File: config.mk
export PLATFORM = sky130hd
export DESIGN_NAME = if_id_queue
export DESIGN_NICKNAME = d
export VERILOG_FILES = /design/src/rtl/if_id_queue.sv
export SDC_FILE = /design/constraint.sdc
export NUM_CORES = 1
export LEC_CHECK = 0
export CELL_PAD_IN_SITES_DETAIL_PLACEMENT = 1
export CELL_PAD_IN_SITES_GLOBAL_PLACEMENT = 1
export CORE_UTILIZATION = 46
export CTS_CLUSTER_DIAMETER = 100
export DETAILED_ROUTE_END_ITERATION = 7
export PLACE_DENSITY_LB_ADDON = 0.1
export SYNTH_ARGS = -nofsm -noshare
export SYNTH_HDL_FRONTEND = slang
export SYNTH_SLANG_ARGS = --single-unit
File: constraint.sdc
create_clock -name clk -period 9.8 [get_ports clk]
set_input_delay 2.45 -clock clk [delete_from_list [all_inputs] [get_ports clk]]
set_output_delay 2.45 -clock clk [all_outputs]
set_load 0.01 [all_outputs]
File: src/rtl/if_id_queue.sv
// rtl/if_id_queue.sv - IF/ID decoupling FIFO carrying fetched pc/inst with decoded register fields.
// Define IF_ID_QUEUE_BYPASS_EN to present an offer on an empty queue in the same cycle.
module if_id_queue #(
    parameter int PC_WIDTH       = 32,
    parameter int INST_WIDTH     = 32,
    parameter int REG_ADDR_WIDTH = 5,
    parameter int DEPTH          = 4
) (
    input  logic                      clk,
    input  logic                      reset,
    input  logic                      IF_flush,
    input  logic                      in_valid,
    output logic                      in_ready,
    input  logic [PC_WIDTH-1:0]       pc,
    input  logic [INST_WIDTH-1:0]     inst,
    output logic                      out_valid,
    input  logic                      out_ready,
    output logic [PC_WIDTH-1:0]       IF_ID_pc,
    output logic [INST_WIDTH-1:0]     IF_ID_inst,
    output logic [6:0]                IF_ID_inst_opcode,
    output logic [REG_ADDR_WIDTH-1:0] IF_ID_rs1,
    output logic [REG_ADDR_WIDTH-1:0] IF_ID_rs2,
    output logic [REG_ADDR_WIDTH-1:0] IF_ID_rd,
    output logic [$clog2(DEPTH+1)-1:0] count
);

    localparam int PTR_W = $clog2(DEPTH);
    localparam int CNT_W = $clog2(DEPTH+1);

    logic [PC_WIDTH-1:0]   r_pc_mem   [DEPTH];
    logic [INST_WIDTH-1:0] r_inst_mem [DEPTH];
    logic [PTR_W-1:0]      r_wr_ptr;
    logic [PTR_W-1:0]      r_rd_ptr;
    logic [CNT_W-1:0]      r_count;

    logic w_empty;
    logic w_push;
    logic w_pop;
    logic w_consume;
    logic w_wr_en;
    logic w_rd_en;

    assign w_empty  = (r_count == '0);
    assign in_ready = (r_count != CNT_W'(DEPTH));
    assign count    = r_count;

`ifdef IF_ID_QUEUE_BYPASS_EN
    logic w_bypass;

    // Reset gating keeps the outputs quiet while reset is held with an offer pending.
    assign w_bypass  = w_empty & in_valid & ~IF_flush & ~reset;
    assign out_valid = ~w_empty | w_bypass;
    assign w_consume = w_bypass & out_ready;

    always_comb begin
        IF_ID_pc   = '0;
        IF_ID_inst = '0;
        if (!w_empty) begin
            IF_ID_pc   = r_pc_mem[r_rd_ptr];
            IF_ID_inst = r_inst_mem[r_rd_ptr];
        end else if (w_bypass) begin
            IF_ID_pc   = pc;
            IF_ID_inst = inst;
        end
    end
`else
    assign out_valid = ~w_empty;
    assign w_consume = 1'b0;

    always_comb begin
        IF_ID_pc   = '0;
        IF_ID_inst = '0;
        if (!w_empty) begin
            IF_ID_pc   = r_pc_mem[r_rd_ptr];
            IF_ID_inst = r_inst_mem[r_rd_ptr];
        end
    end
`endif

    assign IF_ID_inst_opcode = IF_ID_inst[6:0];
    assign IF_ID_rs1         = IF_ID_inst[15 +: REG_ADDR_WIDTH];
    assign IF_ID_rs2         = IF_ID_inst[20 +: REG_ADDR_WIDTH];
    assign IF_ID_rd          = IF_ID_inst[7 +: REG_ADDR_WIDTH];

    assign w_push = in_valid & in_ready & ~IF_flush;
    assign w_pop  = out_valid & out_ready & ~IF_flush;

    // A bypassed entry taken in the same cycle never touches storage or pointers.
    assign w_wr_en = w_push & ~w_consume;
    assign w_rd_en = w_pop & ~w_consume;

    always_ff @(posedge clk) begin
        if (w_wr_en && !reset) begin
            r_pc_mem[r_wr_ptr]   <= pc;
            r_inst_mem[r_wr_ptr] <= inst;
        end
    end

    always_ff @(posedge clk) begin
        if (reset || IF_flush) begin
            r_wr_ptr <= '0;
            r_rd_ptr <= '0;
            r_count  <= '0;
        end else begin
            if (w_wr_en) begin
                r_wr_ptr <= r_wr_ptr + PTR_W'(1);
            end
            if (w_rd_en) begin
                r_rd_ptr <= r_rd_ptr + PTR_W'(1);
            end
            if (w_wr_en && !w_rd_en) begin
                r_count <= r_count + CNT_W'(1);
            end else if (!w_wr_en && w_rd_en) begin
                r_count <= r_count - CNT_W'(1);
            end
        end
    end

endmodule

==> summary by stage, run 1 <==
Pwr
The power density of the placed cells is 190 nW/um^2. The worst vdd rail ir drop is between 0.15 and 0.2 mV. The leakage power of the design is about 4.1 nW.

Layout
Leaving out fill and tap cells, the most frequent cells in the layout are sky130_fd_sc_hd__edfxtp_1, sky130_fd_sc_hd__clkdlybuf4s50_1, sky130_fd_sc_hd__and2_1. After the last flow step, the layout net total stands at between 700 and 800. The repair_antennas step left the layout with diodes totalling 0.

The most common cell after layout, fill and taps aside is sky130_fd_sc_hd__edfxtp_1. The post-route netlist has roughly 18% of its cells at a drive strength greater than 1. The number of fillers in the final layout is between 1.5k and 2k. The layout overhead on the synthesized area is 24.7%.

Logic synthesis
The register area share after synthesis is 75.7%. The Yosys step of the flow raised 0 warnings. The number of synthesized register bits is between 200 and 300.

Averaged over all synthesized cells, the footprint is roughly 22 sq um. The top cell type by area accounts for ~74% of the synthesized area. After technology mapping, the gate count stands at about 480. Counting distinct cell types in the post-synthesis netlist gives 28.

Ranked by total cell area, the synthesized netlist is headed by sky130_fd_sc_hd__edfxtp_1, sky130_fd_sc_hd__mux4_2, sky130_fd_sc_hd__and2_1. The synthesized netlist net count is 553. Of all cell types, the one taking the most synthesized area is sky130_fd_sc_hd__edfxtp_1. Summing every instance area after synthesis gives roughly 10000 sq um.

Hold path
The end point of the worst hold path is r_wr_ptr[1]. The number of cells on the worst hold path is 2. The kind of path behind the tightest hold check is reg2reg. The startpoint of the most critical hold path is r_wr_ptr[1].

Clock network
Clock-pin slew was measured on the worst setup and hold paths at ~0.060 ns. The number of buffers on the longest clock path is 3. The TritonCTS sink count is about 270.

TritonCTS built the clock tree. Clock tree synthesis inserted a total of 27 buffers. The clock latency of the later-clocked register in the worst-skew pair is 0.51 ns.

The quantity of gates resized following cts is 0. The root buffer cell is sky130_fd_sc_hd__clkbuf_16. The CTS H-tree depth is 1.

The quantity of hold-fixing buffers added after cts is 0. Once the clock tree was built, the setup fixing pass inserted 0 buffers.

Timing
The count of endpoints failing hold in the final timing report came to 0. Across all setup checks in the final design, the least slack found is 4.06 ns. The worst path needs around 5.7 ns of the cycle, external delays included. Measured against its own limit, the worst slew margin works out to around a third. In the final timing run, aggregate negative setup slack is 0 ns.

Clock skew on the completed layout was measured at between 0.008 and 0.009 ns. The setup-violating endpoint count in the final report is 0. Of the available clock period, the critical path in the final layout requires between 50 and 60%. Setup repair after global routing left no endpoint under its margin. The highest clock rate is 0.174 GHz. The final number of max-transition violations is 0. The transition time of the tightest slew-check pin is between 1 and 1.5 ns. The worst hold slack after final layout is between 0.5 and 0.6 ns.

Detailed routing
Wires add up to between 20000 and 25000 microns. The iteration count of the initial detailed-routing pass is 7. The number of vias per cell after detailed routing is 5.33.

The count of nets left with antenna violations once routing finished came out at 0. The routed length per instance is approximately 22 microns. In this run, the number of DRC markers left after iteration 0 of detailed routing was between 200 and 300.

The number of vias in the routed layout is slightly below 5k. The residual DRC count is 13.

Global routing
The number of global-route vias before repair is 5551. The initial antenna violation count came to 0. The first global-routing pass estimated approximately 31000 microns of wire. Across every metal layer, demand over resource in global routing totals a little under a fifth. The total congestion overflow is 0. Entering global routing, the biggest net connects between 60 and 70 pins.

Floorplan
The floorplan step defined a die boundary enclosing between 20000 and 25000 sq um. The initial utilization of the core area, before any placement, comes to 47.3%. The total number of placement rows is between 50 and 60. The floorplan step defined a core boundary enclosing approximately 22000 sq um. The number of placed I/O pins is 160. From left edge to right edge, the die measures 152 microns. The die is 152 microns tall.

Critical path
The data arrival time at the worst-slack endpoint is between 3 and 4 ns. The signal on the critical path passes through buf_4, mux4_1, and2_1, clkdlybuf4s50_1. STA classifies the critical path startpoint as a flop. The worst register-to-register path begins at count[0].

Setup slack on the worst reg-to-reg path comes out at ~7.5 ns. Data on the critical path is required at its endpoint by 7.35 ns. The highest-delay cell along the critical path is sky130_fd_sc_hd__buf_4.

The worst register-to-register path ends at count[2]. The worst setup path is of the reg2out kind. The maximum net fanout on the critical path is 44. The type of element capturing the critical path is an output port.

The longest individual stage delay on the worst path is ~0.80 ns. The depth of the most critical reg-to-reg path is 9.

Place
Timing analysis after detailed placement gives a worst setup slack of 4.45 ns. Summed over all nets, the half-perimeter wirelength after detailed placement is about 12000 microns. The final estimated routing congestion in global placement is around 0.70. The number of port buffers is between 150 and 200.

Flow run
The number of max-capacitance violations reported is 0.

Status
The flow ran to the end, but the final reports show violations. The checks that failed: DRC.
[per-layer routing]
metal	up-vias	GRT usage (%)	wire length [microns]
met1	2573	23.4	8470
met5	-	0	0
met4	0	5.05	369
met3	30	2.82	1120
met2	145	31.6	10500
li1	2201	-	-
[worst max-delay path, delay by kind of cell (launching register included)]
| family | cells | cell delay (ns) |
|---|---|---|
| and+or+nand+nor | 1 | 0.20 |
| muxes | 1 | 0.64 |
| buffers and inverters | 2 | 1.29 |
| DFF | 1 | 0.62 |
[cells in the mapped netlist]
| cell type | n |
|---|---|
| sky130_fd_sc_hd__and2_1 | 64 |
| sky130_fd_sc_hd__or3_1 | 2 |
| sky130_fd_sc_hd__a21oi_1 | 1 |
| sky130_fd_sc_hd__or3b_1 | 1 |
| sky130_fd_sc_hd__dfxtp_1 | 9 |
| sky130_fd_sc_hd__o311ai_0 | 1 |
| sky130_fd_sc_hd__mux2_1 | 1 |
| sky130_fd_sc_hd__mux4_2 | 60 |
| sky130_fd_sc_hd__buf_12 | 6 |
| sky130_fd_sc_hd__buf_2 | 6 |
| sky130_fd_sc_hd__edfxtp_1 | 256 |
| sky130_fd_sc_hd__clkbuf_1 | 8 |
| sky130_fd_sc_hd__fa_1 | 1 |
| sky130_fd_sc_hd__mux2i_1 | 2 |
| sky130_fd_sc_hd__ha_1 | 5 |
| sky130_fd_sc_hd__mux4_1 | 4 |
| sky130_fd_sc_hd__inv_1 | 4 |
| sky130_fd_sc_hd__nand2_1 | 2 |
| sky130_fd_sc_hd__xor2_1 | 4 |
| sky130_fd_sc_hd__buf_6 | 1 |
| sky130_fd_sc_hd__nor2_1 | 8 |
| sky130_fd_sc_hd__clkbuf_2 | 1 |
| sky130_fd_sc_hd__o21ai_0 | 1 |
| sky130_fd_sc_hd__nor3b_1 | 4 |
| sky130_fd_sc_hd__or2_2 | 2 |
| sky130_fd_sc_hd__buf_4 | 22 |
| sky130_fd_sc_hd__o31ai_1 | 1 |
| sky130_fd_sc_hd__nand3b_2 | 1 |
[power breakdown]
part           leakage [nW]  switching, mW  internal, mW
combinational          1.30         0.0770        0.0998
clock                 0.427          0.393         0.632
sequential             2.39        0.00570          1.25
[cell families (layout without fill, tap and decap cells)]
family	after synthesis	after routing	synth area share (%)
mux	67	67	14.3
fa+ha+maj	6	6	0.795
flops	265	265	75.7
xor+xnor	4	4	0.337
buf+inv	48	218	3.63
compound gates	4	4	0.253
simple gates	84	84	4.94
[worst max-delay path by stage]
stage	start	slack, ns	cells past startpoint	to
final	flop	4.06	4	IF_ID_pc[31]
after global routing	flop	3.81	4	IF_ID_pc[31]
after CTS	flop	3.92	4	IF_ID_pc[31]
after detailed placement	flop	4.45	4	IF_ID_pc[31]
after global placement	flop	4.48	4	IF_ID_pc[0]
after floorplan	IF_flush	1.75	2	r_inst_mem[1][0]
[area by class of cell]
cell class	count	area [sq um]	share of cell area (%)
Sequential cell	265	7880	60.8
Multi-Input combinational cell	165	2170	16.7
Timing Repair Buffer	169	1670	12.9
Clock buffer	32	694	5.36
Tap cell	280	350	2.70
Clock inverter	13	188	1.45
Inverter	4	15.0	0.116
[state kept, by name (all words and copies together), names as in the netlist, named ones only]
register	count
r_inst_mem	128
r_rd_ptr	2
r_wr_ptr	2
count	3
r_pc_mem	128
[stage by stage]
stage	area (sq um)	utilization, %	power (mW)	std cells
after global routing	13000	59.0	2.53	928
after floorplan	10400	-	1.36	478
after CTS	13000	59.0	2.49	928
after global placement	12100	55.0	1.46	883
after detailed placement	12100	55.0	1.46	883
final	13000	59.0	2.46	928
Note: power is estimated with default switching activity, not from simulation.
==> inputs of run 2 (changes only) <==
==> constraint.sdc (replaced) <==
create_clock -name clk -period 5.6 [get_ports clk]
set_input_delay 1.4 -clock clk [delete_from_list [all_inputs] [get_ports clk]]
set_output_delay 1.4 -clock clk [all_outputs]
set_load 0.01 [all_outputs]
==> run 2 against run 1 <==
Against the previous run: the run still ends with DRC left; non-clock buffer count rose by 2; combinational power increased by 75%; sequential share of layout area increased by 0.053 points; die area unchanged; highest routed layer is now met5.
==> summary by stage, run 2 (synthesized netlist as in run 1, its figures left out) <==
Layout
The fraction of layout instances using a drive strength above 1 is 18.7% (+0.78 points). The layout overhead on the synthesized area is 24.6% (about the same). The total area of multi-input combinational cells is 2170 sq um (unchanged). The sequential cell area in the final layout is 7880 sq um (unchanged). The post-route non-filler standard cell count is 933 (+0.54%). Leaving out fill and tap cells, the most frequent cell in the layout is sky130_fd_sc_hd__edfxtp_1. In the layout the commonest cells are sky130_fd_sc_hd__edfxtp_1, sky130_fd_sc_hd__clkdlybuf4s50_1, sky130_fd_sc_hd__and2_1. The number of nets in the layout is 709 (+0.28%). The number of fillers in the final layout came to 1884 (+1.8%). The final antenna diode count is 0 (unchanged).

Global routing
The wire length of the first global-routing pass was 31400 microns (-0.11%). The global routing usage summed across all routing layers is 17.8% (-0.20 points). The maximum number of pins on one net before global-route repair is 65 (-1.5%).

The total congestion overflow is 0 (unchanged). The initial antenna violation count is 1 (+1). The number of global-route vias before repair is 5491 (-1.1%).

Status
The final reports fail on DRC. The flow ran to the end, but the final reports show violations.

Clock network
The CTS H-tree depth was 1 (unchanged). The quantity of gates resized following cts is 0 (unchanged). The clock latency of the later-clocked register in the worst-skew pair came to 0.52 ns (about the same). The number of buffers on the longest clock path is 3 (unchanged).

The count of buffers added by post-CTS timing repair for setup was 0 (unchanged). The root buffer cell is sky130_fd_sc_hd__clkbuf_16. The clock-pin slew of the registers on the worst-case setup and hold paths is 0.06 ns (about the same). The clock tree from TritonCTS is yes. The TritonCTS sink count came to 265 (unchanged). The CTS buffer count is 27 (unchanged). The quantity of hold-fixing buffers added after cts was 0 (unchanged).

Floorplan
The overall die height came to 152 microns (unchanged). The chip width was 152 microns (unchanged). The placeable core region is 22000 sq um (unchanged). The die area is 23200 sq um (unchanged). The number of placed I/O pins is 160 (unchanged). The starting utilization of the core area is 47.3% (unchanged). The total number of placement rows is 54 (unchanged).

Place
The number of port buffers is 159 (unchanged). The final estimated routing congestion in global placement is 0.694 (-0.20%). The cell count after placement is 885 (+0.23%). The placed wire-length estimate after detailed placement came to 12000 microns (+2.8%).

Detailed routing
The number of vias per cell after detailed routing is 5.30 (-0.66%). The iteration count of the initial detailed-routing pass was 7 (unchanged). The number of vias in the routed layout is 4943 (-0.12%). The residual DRC count is 13 (unchanged).

The number of design-rule violations left by the first detailed-router iteration was 223 (-25%). The number of nets with antenna violations after routing is 0 (unchanged). The routed wire length is 20400 microns (about the same). The routed length per instance is 21.9 microns (-0.57%).

Critical path
The data arrival time at the worst-slack endpoint is 2.97 ns (-0.32 ns). The maximum net fanout on the critical path is 50 (+14%). By startpoint and endpoint, the worst setup path is classified as reg2out.

The depth of the most critical reg-to-reg path is 9 (unchanged). The worst setup path is captured at an output port. The critical path startpoint category is a flop. The endpoint required time on the critical path was 4.20 ns (-3.15 ns).

Timing
The transition time of the tightest slew-check pin is 1.03 ns (+0.0103 ns). The setup TNS came to 0 ns (unchanged). Setup repair after global routing left no endpoint under its margin. The shortest period the worst path allows is roughly 4.4 ns. The worst setup skew after layout is 0.0154 ns (+0.00692 ns).

The worst hold slack after final layout came to 0.512 ns (-0.00382 ns). The setup-violating endpoint count in the final report came to 0 (unchanged). The highest clock rate is between 0.2 and 0.25 GHz. The worst slew margin relative to its limit is 31.6% (-0.69 points).

After layout, the worst path uses between 70% and 80% of the clock period. The count of endpoints failing hold in the final timing report is 0 (unchanged). The final number of max-transition violations is 0 (unchanged).

Flow run
The number of max-capacitance violations reported was 0 (unchanged).

Pwr
The part of the power in combinational logic is 7.3% (about the same). The leakage power of the design is 4.12 nW (+0.26%). The power density of the placed cells is 327 nW/um^2 (+72%).

The net switching power of the design is 840 uW (+77%). The internal power contribution came to 3.40 mW (+71%). The worst vdd rail ir drop came to 0.194 mV (-2.6%). The register share of total power is 52.1% (+0.9 points). The switching power share of the total is 19.8% (+0.50 points). The relative contribution of the clock network to total power is 40.6% (-1.0 points).

Hold path
The number of cells on the worst hold path was 2 (unchanged). The min-delay analysis places its worst path in the category reg2reg.
==> run 2: final timing paths <==
| kind | end | from | slack, ns |
|---|---|---|---|
| max | IF_ID_rs2[0] | count[0] | 1.23 |
| min | r_wr_ptr[1] | r_wr_ptr[1] | 0.51 |
| max reg2reg | count[2] | count[0] | 3.23 |
| min reg2reg | r_wr_ptr[1] | r_wr_ptr[1] | 0.51 |
==> run 2: power by group through the flow <==
stage / registers [mW] / logic, mW / clock network [mW]
final: 2.21 / 0.310 / 1.72
after global routing: 2.21 / 0.331 / 1.82
after CTS: 2.21 / 0.315 / 1.77
after detailed placement: 2.25 / 0.313 / 0
after global placement: 2.25 / 0.308 / 0
after floorplan: 2.25 / 0.143 / 0
==> run 2: metrics by stage <==
stage               setup slack, ns  utilization [%]  power (mW)  instance area, sq um
finish                         1.23             58.9        4.24                 12900
global route                   1.02             58.9        4.36                 12900
CTS                            1.12             58.9        4.29                 12900
detailed placement             1.70             55.0        2.56                 12100
global placement               1.71             55.0        2.55                 12100
floorplan                     -1.40                -        2.39                 10400
==> run 2: critical path: stages (launching register included) <==
cell and delay (ns):
sky130_fd_sc_hd__dfxtp_1 0.47, sky130_fd_sc_hd__or3_2 0.84, sky130_fd_sc_hd__buf_4 0.37, sky130_fd_sc_hd__and2_1 0.19, sky130_fd_sc_hd__clkdlybuf4s50_1 0.54
==> run 2: final cells by class <==
cell class	instances	area share, %
flip-flops and latches	265	60.8
multi-input cells	165	16.7
repair buffers	171	13.0
clock buffers	37	5.82
well taps	280	2.71
clock inverters	11	0.793
inverters	4	0.116
==> run 2: metal layers <==
metal | vias to the layer above | global-route usage (%) | part of all wire (%) | routed length (microns)
met2 | 133 | 30.9 | 51 | 10400
met4 | 2 | 4.08 | 1.5 | 309
met1 | 2582 | 23.6 | 43 | 8730
met5 | - | 0 | 0.064 | 13
met3 | 27 | 3.13 | 4.7 | 950
li1 | 2199 | - | - | -
